==> src/rtl/cache_set_arbiter_pkg.sv <==
// Shared types and constants for the cache set arbiter.
package cache_arb_pkg;

  typedef enum logic [1:0] {
    IDLE = 2'd0,
    WAIT = 2'd1,
    RESP = 2'd2
  } arb_state_t;

  localparam int unsigned DEF_NUM_REQ     = 4;
  localparam int unsigned DEF_DATA_WIDTH  = 8;
  localparam int unsigned DEF_SET_LATENCY = 1;

  // Latency counter is sized for the largest supported set latency (7).
  localparam int unsigned CNT_W = 3;

  // Width of a requester index; NUM_REQ is at least 2, so this is never 0.
  function automatic int unsigned id_width(input int unsigned n);
    return $clog2(n);
  endfunction

endpackage

==> src/rtl/cache_set_arbiter_rr_picker.sv <==
// Combinational round-robin picker: first valid requester at or after ptr.
module rr_picker
  import cache_arb_pkg::*;
#(
  parameter int unsigned NUM_REQ = DEF_NUM_REQ,
  parameter int unsigned IW      = id_width(DEF_NUM_REQ)
) (
  input  logic [NUM_REQ-1:0] reqValid,
  input  logic [IW-1:0]      ptr,
  output logic [NUM_REQ-1:0] grant,
  output logic [IW-1:0]      winner,
  output logic               anyValid
);

  // Scan from ptr with wrap-around, keeping only the first hit.
  always_comb begin
    int unsigned idx;
    idx      = 0;
    grant    = '0;
    winner   = '0;
    anyValid = 1'b0;
    for (int unsigned i = 0; i < NUM_REQ; i++) begin
      idx = (int'(ptr) + i) % NUM_REQ;
      if (!anyValid && reqValid[idx]) begin
        anyValid   = 1'b1;
        grant[idx] = 1'b1;
        winner     = IW'(idx);
      end
    end
  end

endmodule

==> src/rtl/cache_set_arbiter.sv <==
// Round-robin sequencer sharing one CacheSet datapath among NUM_REQ clients.
module cache_set_arbiter
  import cache_arb_pkg::*;
#(
  parameter int unsigned NUM_REQ     = DEF_NUM_REQ,
  parameter int unsigned DATA_WIDTH  = DEF_DATA_WIDTH,
  parameter int unsigned SET_LATENCY = DEF_SET_LATENCY
) (
  input  logic                          clock,
  input  logic                          clearN,
  input  logic [NUM_REQ-1:0]            reqValid,
  input  logic [NUM_REQ*DATA_WIDTH-1:0] reqData,
  output logic [NUM_REQ-1:0]            reqReady,
  output logic [NUM_REQ-1:0]            respValid,
  output logic [DATA_WIDTH-1:0]         respData,
  input  logic [NUM_REQ-1:0]            respReady,
  output logic [DATA_WIDTH-1:0]         setRequest,
  input  logic [DATA_WIDTH-1:0]         setResponse,
  output logic                          busy,
  output logic [id_width(NUM_REQ)-1:0]  grantId
);

  localparam int unsigned IW = id_width(NUM_REQ);

  arb_state_t           state;
  logic [IW-1:0]        ptr;
  logic [CNT_W-1:0]     cnt;
  logic [NUM_REQ-1:0]   pickGrant;
  logic [IW-1:0]        pickIdx;
  logic                 pickAny;
  logic [IW-1:0]        ptrNext;
  logic [DATA_WIDTH-1:0] selData;
  logic                 ownerAck;

  rr_picker #(
    .NUM_REQ (NUM_REQ),
    .IW      (IW)
  ) u_picker (
    .reqValid (reqValid),
    .ptr      (ptr),
    .grant    (pickGrant),
    .winner   (pickIdx),
    .anyValid (pickAny)
  );

  // Grant strobe only in IDLE and never while reset is asserted.
  always_comb begin
    reqReady = '0;
    if (state == IDLE && clearN) reqReady = pickGrant;
  end

  // Payload of the current winner and the pointer just past it.
  always_comb begin
    selData = '0;
    for (int unsigned i = 0; i < NUM_REQ; i++) begin
      if (pickGrant[i]) selData = reqData[i*DATA_WIDTH +: DATA_WIDTH];
    end
    ptrNext = (pickIdx == IW'(NUM_REQ - 1)) ? '0 : pickIdx + 1'b1;
  end

  // Response valid decoded from state and owner; non-owner acks are masked.
  always_comb begin
    respValid = '0;
    for (int unsigned i = 0; i < NUM_REQ; i++) begin
      respValid[i] = (state == RESP) && (grantId == IW'(i));
    end
    ownerAck = |(respValid & respReady);
    busy     = (state != IDLE);
  end

  // Transaction FSM: accept, wait out the set latency, hold response until ack.
  always_ff @(posedge clock or negedge clearN) begin
    if (!clearN) begin
      state      <= IDLE;
      ptr        <= '0;
      cnt        <= '0;
      grantId    <= '0;
      setRequest <= '0;
      respData   <= '0;
    end else begin
      unique case (state)
        IDLE: begin
          if (pickAny) begin
            setRequest <= selData;
            grantId    <= pickIdx;
            ptr        <= ptrNext;
            cnt        <= CNT_W'(SET_LATENCY);
            state      <= WAIT;
          end
        end
        WAIT: begin
          if (cnt != '0) begin
            cnt <= cnt - 1'b1;
          end else begin
            respData <= setResponse;
            state    <= RESP;
          end
        end
        RESP: begin
          if (ownerAck) state <= IDLE;
        end
        default: state <= IDLE;
      endcase
    end
  end

endmodule

==> config.mk <==
export PLATFORM = sky130hd
export DESIGN_NAME = cache_set_arbiter
export DESIGN_NICKNAME = d
export VERILOG_FILES = /design/src/rtl/cache_set_arbiter_pkg.sv /design/src/rtl/cache_set_arbiter_rr_picker.sv /design/src/rtl/cache_set_arbiter.sv
export SDC_FILE = /design/constraint.sdc
export NUM_CORES = 1
export LEC_CHECK = 0
export CORE_MARGIN = 2
export CORE_UTILIZATION = 40
export CTS_CLUSTER_DIAMETER = 80
export DETAILED_ROUTE_END_ITERATION = 8
export PLACE_DENSITY = 0.77
export REMOVE_ABC_BUFFERS = 1
export SLEW_MARGIN = 10
export SYNTH_ARGS = -nofsm -noshare
export SYNTH_HDL_FRONTEND = slang
export SYNTH_SLANG_ARGS = --single-unit
==> constraint.sdc <==
create_clock -name clock -period 3.73 [get_ports clock]
set_clock_uncertainty 0.05 [all_clocks]
set_input_delay 1.119 -clock clock [delete_from_list [all_inputs] [get_ports clock]]
set_output_delay 1.119 -clock clock [all_outputs]
set_load 0.01 [all_outputs]
== Word level (Yosys, flattened, before mapping) ==
Cells that the tools add are included.

* Register bits after elaboration: 25
* Input port bits: 50
* Output and inout port bits: 27
* Word-level logic and storage cells: 100

* Add/sub/neg operators: 5
* $lt $le $gt $ge: 8
* Equality and inequality tests: 10
* Multiplexer cells: 41
* Bitwise operators: 5
* Reductions and logical operators: 25

{| class="wikitable"
|+ Operator list
! kind !! number
|-
| 2-to-1 mux 8 bit || 4
|-
| 2-to-1 mux 4 bit || 5
|-
| 2-to-1 mux 2 bit || 8
|-
| logical AND 1 bit || 12
|-
| < comparator 2 x 3 -> 1 bit, second input constant || 4
|-
| 2-to-1 mux 1 bit || 12
|-
| bitwise OR 4 bit || 3
|-
| binary-select mux 1 bit (select 2 bit) || 4
|-
| demux 1 bit (select 2 bit) || 4
|-
| == test 2 bit, second input constant || 4
|-
| >= comparator 2 x 1 -> 1 bit, second input constant || 4
|-
| inequality test 2 bit, second input constant || 4
|-
| 2-to-1 mux 3 bit || 2
|-
| case mux 2 bit (3 select lines) || 1
|-
| case mux 3 bit (2 select lines) || 1
|-
| AND reduction 3 bit || 2
|-
| adder 2 x 1 -> 2 bit, second input constant || 2
|-
| adder 2 bit, second input constant || 2
|-
| bitwise AND 4 bit || 1
|-
| == test 2 x 1 -> 1 bit, second input constant || 2
|-
| logical NOT 2 bit || 2
|-
| AND reduction 2 bit || 2
|-
| nonzero test 2 bit || 2
|-
| OR reduction 4 bit || 1
|-
| other kinds (4) || 6
|}

== Logic depth before layout (Yosys ltp) ==
Gate-level depths: netlist of run 1.

* Word-level depth: 16
* Depth in mapped cells: 11
* Mapped depth without buffers: 9

== Modules after synthesis ==
A second synthesis of run 1 with hierarchy kept.

* Cells, all modules: 186
* Area, all modules: 1945.6 sq um

{| class="wikitable"
|+ Modules (own cells, without submodules)
! module !! instances !! cells each !! area an instance (sq um) !! sequential area each (sq um)
|-
| cache_set_arbiter || 1 || 141 || 1524.0 || 625.6
|-
| rr_picker || 1 || 45 || 421.7 || 0.0
|}

== Worst setup path after synthesis of run 1 ==
No wires, ideal clock.

* Path type: input to output
* Start point: input port reqValid[2]
* End point: output port reqReady[1]
* Arrival time: 2.821 ns
* Data required time: 2.561 ns
* Slack: -0.260 ns
* Cell stages on the path: 5
* Path buffers: 1
* Cells stage by stage: mux4_2 > nor4b_2 > clkbuf_1 > a22o_1 > nor2b_1

* Word-level cells in the longest chain between the ends: 13
* Elaborated cells on any way between the ends: 25
* Classes of those cells: mux (16); bitwise (3); reduce/logical (6)

{| class="wikitable"
|+ RTL lines
! what !! RTL line !! RTL
|-
| from (decl) || cache_set_arbiter.sv:11 || <nowiki>input logic [NUM_REQ-1:0] reqValid,</nowiki>
|-
| binary-select mux 1 bit (select 2 bit) || cache_set_arbiter_rr_picker.sv:24 || <nowiki>if (!anyValid && reqValid[idx]) begin</nowiki>
|-
| 2-to-1 mux 1 bit (implied by the code) || cache_set_arbiter_rr_picker.sv:24 ||
|-
| 2-to-1 mux 1 bit || cache_set_arbiter_rr_picker.sv:24 ||
|-
| logical NOT 1 bit || cache_set_arbiter_rr_picker.sv:24 ||
|-
| logical AND 1 bit || cache_set_arbiter_rr_picker.sv:24 ||
|-
| 2-to-1 mux 1 bit || cache_set_arbiter_rr_picker.sv:24 ||
|-
| logical NOT 1 bit || cache_set_arbiter_rr_picker.sv:24 ||
|-
| logical AND 1 bit || cache_set_arbiter_rr_picker.sv:24 ||
|-
| 2-to-1 mux 1 bit || cache_set_arbiter_rr_picker.sv:24 ||
|-
| logical NOT 1 bit || cache_set_arbiter_rr_picker.sv:24 ||
|-
| logical AND 1 bit || cache_set_arbiter_rr_picker.sv:24 ||
|-
| 2-to-1 mux 4 bit * || cache_set_arbiter_rr_picker.sv:24 ||
|-
| 2-to-1 mux 4 bit * || cache_set_arbiter.sv:49 || <nowiki>if (state == IDLE && clearN) reqReady = pickGrant;</nowiki>
|-
| to (decl) || cache_set_arbiter.sv:13 || <nowiki>output logic [NUM_REQ-1:0] reqReady,</nowiki>
|}

Every way passes the cells marked *; elsewhere a longest branch is shown, timed or not. The select of a mux whose other input is x is not followed.

== Worst setup path after layout of run 1 ==
* Start point: input port reqValid[1]
* End point: output port reqReady[1]

The elaborated chain is that of the path after synthesis.

==> impl_metrics.yaml, run 1 <==
run_status:
  status: "complete, but fails checks"
  violations: "setup timing"
power:
  power.density_nw_per_um2: 910
  clock_power_share_pct: 6.2
  combPwrFrac_pct: 76.4
  p_int_w: 0.00164
  vdd_drop_max_v: 0.000750
  switchingPower_w: 0.00124
  p_leak_nw: 1.30
  swShare_pct: 43.1
  seqPwrFrac_pct: 17.3
  power_w: 0.00288
setup_path:
  crit_path_max_fanout: 5
  crit_required_ps: 2560
  crit_path_start_kind: "input port"
  slowest_stage: "mux4_2"
  cp_cell_sequence: "buf_6, mux4_2, nor2b_4, a221o_1, a22o_1, nor2b_1, buf_2"
  worstPathArrival_ps: 2690
  cp-end-kind: "output port"
  cpPeakStageDelay_ps: 520
  criticalPathCategory: "in -> out"
  r2r_setup_slack_ps: 730
synth:
  avgSynthCellArea_um2: 9.37
  ys_types: 40
  yosys_warnings: 0
  synthMuxAreaShare_pct: 13.5
  synth_top_area_share_pct: 31.3
  synthAdderAreaFrac_pct: 6.27
  synth-simple-area-share_pct: 20.8
  syn_inst: 213
  ys_seq_area_share_pct: 31.3
  synth_xor_area_share_pct: 0.439
  synth_largest_area_cell: "dfrtp_1"
  synth_area_leaders: "dfrtp_1 31%, mux2_2 6.8%, a21oi_1 6.3%"
  syn_area_um2: 2000
  synth_compound_gate_area_share_pct: 23.5
  synth_top_family_by_area: "compound AO/OA/AOI/OAI gates"
  ys_seq_elements: 25
layout:
  fin_cells: 385
  drive_gt1_share_pct: 23.6
  nets: 379
  stdcell_area_um2: 3160
  diodes: 0
  fillers: 412
  syn2layout_area_growth_pct: 58.4
timing:
  setup_viol: 4
  tightestPinTransition_ps: 655
  fmax_mhz: 259
  timing.hold.ws_ps: 443
  finalSetupTns_ps: -294
  slew_viol_final: 0
  slew_headroom_pct: 56.2
  setup_slack_ps: -125
  min_period_ps: 3850
  hold_viol_final: 0
  period_share_pct: 103
  rsz0062_at_grt: "yes"
placed_design:
  port_buffers: 76
  gp_congestion: 0.868
  dp_cells: 369
  place_area_um2: 2970
  dp_hpwl_um: 4280
die:
  ios: 77
  die_height_um: 74.6
  die-width_um: 74.6
  coreArea_um2: 4750
  die_area_um2: 5570
  start_util_pct: 42.0
  rows: 25
clocking:
  cts_root_buf: "clkbuf_8"
  clkTransAtPathRegs_ps: 100
  ctsHoldBuffers: 0
  cts_buffers: 3
  clk_path_buf_depth: 2
  clock_latency_ps: 280
  cts_tree: "yes"
  htree_levels: 1
  cts_sinks: 25
routing:
  viasPerCell: 5.48
  wire_per_inst_um: 15.4
  drtPass1Iterations: 4
  ant_nets: 0
  drc: 0
  finalWirelength_um: 5940
  vias: 2110
  drt_iter0_drc: 111
hold_path:
  hold_class: "reg -> reg"
global_routing:
  grt_max_degree: 26
  track_usage_pct: 21.0
  antenna_found_initial: 0
  grt_pass1_vias: 2051
  grt_pass1_wl_um: 9270
  grt_overflow: 0
run:
  cap_viol_max_count: 0
-- power by group through the flow --
stage	clock [W]	sequential [W]	combinational [W]
6_report	0.000179	0.000499	0.00220
5_1_grt	0.000191	0.000516	0.00241
4_1_cts	0.000183	0.000499	0.00210
3_5_place_dp	0	0.000503	0.00197
3_3_place_gp	0	0.000499	0.00194
2_1_floorplan	0	0.000571	0.00106
-- worst max-delay path, delay by kind of cell --
kind                   cells  cell delay [ps]
and+or+nand+nor            2              290
AOI/OAI and AO/OA          2              510
muxes                      1              520
buffers and inverters      2              240
-- synthesized netlist by cell type, drive strengths merged --
cell	number
a2111oi	8
a211oi	1
a21boi	8
a21o	1
a21oi	25
a221o	1
a222oi	1
a22o	1
and3b	1
and4	8
and4b	1
buf	2
clkbuf	10
dfrtp	25
ha	10
inv	8
mux2	13
mux2i	1
mux4	5
nand2	19
nand2b	14
nand3	1
nand3b	10
nor2	3
nor2b	3
nor3	1
nor3b	2
nor4b	1
o21ai	10
o22a	1
o22ai	3
o2bb2ai	2
o31ai	10
or3	1
or4	1
xnor2	1
-- placed cells by master, fill, tap and decap left out, types with 2 or more instances in the layout --
| cell type | n |
|---|---|
| a2111oi_0 | 8 |
| a21boi_0 | 8 |
| a21oi_1 | 22 |
| a21oi_2 | 3 |
| and4_1 | 8 |
| buf_2 | 4 |
| buf_4 | 32 |
| buf_6 | 8 |
| clkbuf_8 | 3 |
| clkdlybuf4s50_1 | 68 |
| dfrtp_1 | 25 |
| ha_1 | 10 |
| inv_1 | 7 |
| mux2_2 | 12 |
| mux4_2 | 5 |
| nand2_1 | 18 |
| nand2b_1 | 14 |
| nand3b_1 | 10 |
| nor2_1 | 3 |
| nor2b_1 | 2 |
| nor3b_1 | 2 |
| o21ai_0 | 10 |
| o22ai_1 | 2 |
| o31ai_1 | 10 |
-- worst paths after layout --
kind,depth (start not counted),from,to
min reg2reg,1,cnt[0],cnt[0]
min,1,cnt[0],cnt[0]
max in group asynchronous,2,clearN,grantId[0]
max reg2reg,10,ptr[0],setRequest[5]
min in group asynchronous,2,clearN,setRequest[3]
max,7,reqValid[1],reqReady[1]
-- flip-flops by register name (all words and copies together) (netlist names) --
signal	flops
respData	8
grantId	2
ptr	2
setRequest	8
state	2
cnt	3
-- through the flow --
step                util, %  setup slack (ps)
floorplan                 -              -609
finish                 66.5              -125
detailed placement     62.6              -898
global route           66.5              -221
global placement       62.6              -870
CTS                    65.4             -80.7
-- cells by family after synthesis --
kind of cell | Yosys count
AO/OA/AOI/OAI | 72
XOR/XNOR | 1
adder cells (fa/ha/maj) | 10
buffers and inverters | 20
flip-flops | 25
multiplexers | 19
AND/OR/NAND/NOR | 66
-- routing by layer --
metal	GRT usage [%]	share of wire (%)
met3	4.55	7.0
met4	6.94	1.9
met2	34.4	46
met5	0	0
met1	27.9	45
-- final cells by class --
type | count | area (µm²) | share of cell area, %
inverters | 8 | 30.0 | 0.950
flip-flops and latches | 25 | 626 | 19.8
multi-input cells | 168 | 1330 | 41.9
clock buffers | 3 | 41.3 | 1.31
clock inverters | 1 | 8.76 | 0.277
well taps | 67 | 83.8 | 2.65
repair buffers | 113 | 1050 | 33.1
-- repair_timing --
action | CTS | global route
endpoints found under the setup margin | 4 | 4
buffers inserted | 9 | 3
resized for setup | 46 | 6
pin swaps | 8 | 3
No activity file was read; power rests on OpenSTA's default activity.
==> run 2, diff against run 1 <==
Settings changed: PLACE_DENSITY 0.77 to 0.78, SYNTH_HIERARCHICAL from default to 1.
==> run 2 against run 1 <==
Net effect: critical endpoint unchanged; combinational power is 4% lower; total power is 2.6% lower; the run still ends with setup timing left; synthesized cell count is 13% lower; design area is 5.1% lower.
==> impl_metrics.yaml, run 2 <==
run_status:
  status: "complete, but fails checks"
  violations: "setup timing"
synth:
  ys_top_cells_by_count: "25 x dfrtp_1, 18 x nand2_1, 16 x inv_1, 9 x a22oi_1, 9 x mux2_2"
  synth_top_area_share_pct: 32.2
  synth_largest_area_cell: "dfrtp_1"
  syn_area_um2: 1950
  synthArstFlopShare_pct: 100
  yosys_warnings: 6
  synth-edff-count: 0
  avgSynthCellArea_um2: 10.5
  synth_area_leaders: "dfrtp_1 32%, a221oi_2 6.2%, mux2_2 5.2%"
  syn_inst: 186
  ys_types: 39
  ys_seq_elements: 25
  synthFlopType: "dfrtp_1"
  ys_seq_area_share_pct: 32.2
  synth.most_common_cell: "dfrtp_1"
routing:
  ant_nets: 0
  viasPerCell: 5.36
  drc: 0
  vias: 1817
  drtPass1Iterations: 6
  drt_iter0_drc: 73
  wire_per_inst_um: 15.5
  finalWirelength_um: 5250
clocking:
  clkTransAtPathRegs_ps: 90
  htree_levels: 1
  cts_sinks: 25
  clk_path_buf_depth: 2
  clock_latency_ps: 260
  ctsHoldBuffers: 0
  cts_root_buf: "clkbuf_8"
  cts_buffers: 3
  cts_tree: "yes"
setup_path:
  crit_path_start_kind: "input port"
  crit_path_max_fanout: 5
  worstPathArrival_ps: 2760
  cp-end-kind: "output port"
  crit_required_ps: 2560
  criticalPathCategory: "in -> out"
timing:
  tightestPinTransition_ps: 907
  slew_viol_final: 0
  fmax_mhz: 255
  period_share_pct: 105
  min_period_ps: 3920
  slew_headroom_pct: 39.4
  rsz0062_at_grt: "yes"
  setup_slack_ps: -195
  hold_viol_final: 0
  setup_viol: 4
power:
  vdd_drop_max_v: 0.000487
  p_leak_nw: 1.28
  power.density_nw_per_um2: 934
run:
  cap_viol_max_count: 0
layout:
  seqCellArea_um2: 626
  layout_common_cells: "68 x clkdlybuf4s50_1, 28 x buf_4, 25 x dfrtp_1"
  stdcell_area_um2: 3000
  multi_input_area_um2: 1180
  largestRegisters: "respData x8, setRequest x8, cnt x3"
  nets: 344
  fin_cells: 339
  fillers: 413
  final_common_cell: "clkdlybuf4s50_1"
  drive_gt1_share_pct: 29.8
  diodes: 0
  syn2layout_area_growth_pct: 54.3
die:
  coreArea_um2: 4690
  rows: 25
  die_area_um2: 5440
  ios: 77
  die-width_um: 73.7
  die_height_um: 73.7
  start_util_pct: 41.5
placed_design:
  gp_congestion: 0.817
  port_buffers: 76
  dp_cells: 321
  place_area_um2: 2790
  dp_hpwl_um: 3730
global_routing:
  grt_overflow: 0
  grt_pass1_wl_um: 7980
  grt_max_degree: 26
  antenna_found_initial: 0
  track_usage_pct: 18.6
  grt_pass1_vias: 1728
hold_path:
  hold_class: "reg -> reg"
[run 2: cell families (layout without fill, tap and decap cells)]
logic type,after synthesis,after routing,share of synthesized area [%]
flops,25,25,32.2
buf+inv,29,128,9.07
mux,21,21,16.0
compound gates,49,49,20.6
simple gates,54,54,17.0
fa+ha+maj,8,8,5.14
[run 2: worst max-delay path, stage by stage]
cell and delay, ps:
buf_8 100, mux4_2 520, buf_6 150, and2b_2 280
a22oi_2 100, o21ai_2 190, and3_4 210, buf_6 90
[run 2: metal layers]
layer  routed length, µm  vias up  track usage, %
met3                 272        2            3.02
li1                    -      879               -
met2                2700       51            32.5
met5                   0        -               0
met4                  34        0            4.44
met1                2240      885            23.8
[run 2: worst paths after layout]
check / start / endpoint / slack, ps / cells past startpoint
worst max-delay path: reqValid[2] / reqReady[1] / -190 / 8
worst min-delay path: respData[7] / respData[7] / 460 / 1
worst max register to register: ptr[0] / setRequest[4] / 360 / 19
worst min register to register: respData[7] / respData[7] / 460 / 1
max in group asynchronous: clearN / setRequest[4] / 2120 / 2
min in group asynchronous: clearN / cnt[0] / 1270 / 2
[run 2: per-stage QoR]
stage	hold slack, ps	TNS [ps]	total power (W)	utilization (%)	worst slack [ps]
finish	460	-676	0.00280	64.0	-195
global route	483	-868	0.00302	64.0	-237
detailed placement	439	-4250	0.00237	59.5	-1010
floorplan	416	-4720	0.00169	-	-1090
global placement	436	-3680	0.00233	59.5	-929
CTS	463	-1590	0.00277	63.7	-181
[run 2: timing repair]
action,in CTS,in global routing
resized for setup,55,7
pin swaps,8,11
setup buffers,16,2
setup endpoints to repair,4,12
[run 2: final cells by class]
type / instances / area share, %
clock buffer: 3 / 1.38
sequential: 25 / 20.8
tap: 54 / 2.25
timing repair buffer: 108 / 33.8
inverter: 16 / 2.00
multi-input combinational: 132 / 39.5
clock inverter: 1 / 0.250
[run 2: where the power goes]
| group | total, W | switching [W] | internal (W) |
|---|---|---|---|
| combinational | 0.00212 | 0.000957 | 0.00116 |
| clock | 0.000163 | 0.0000879 | 0.0000755 |
| sequential | 0.000521 | 0.000110 | 0.000412 |
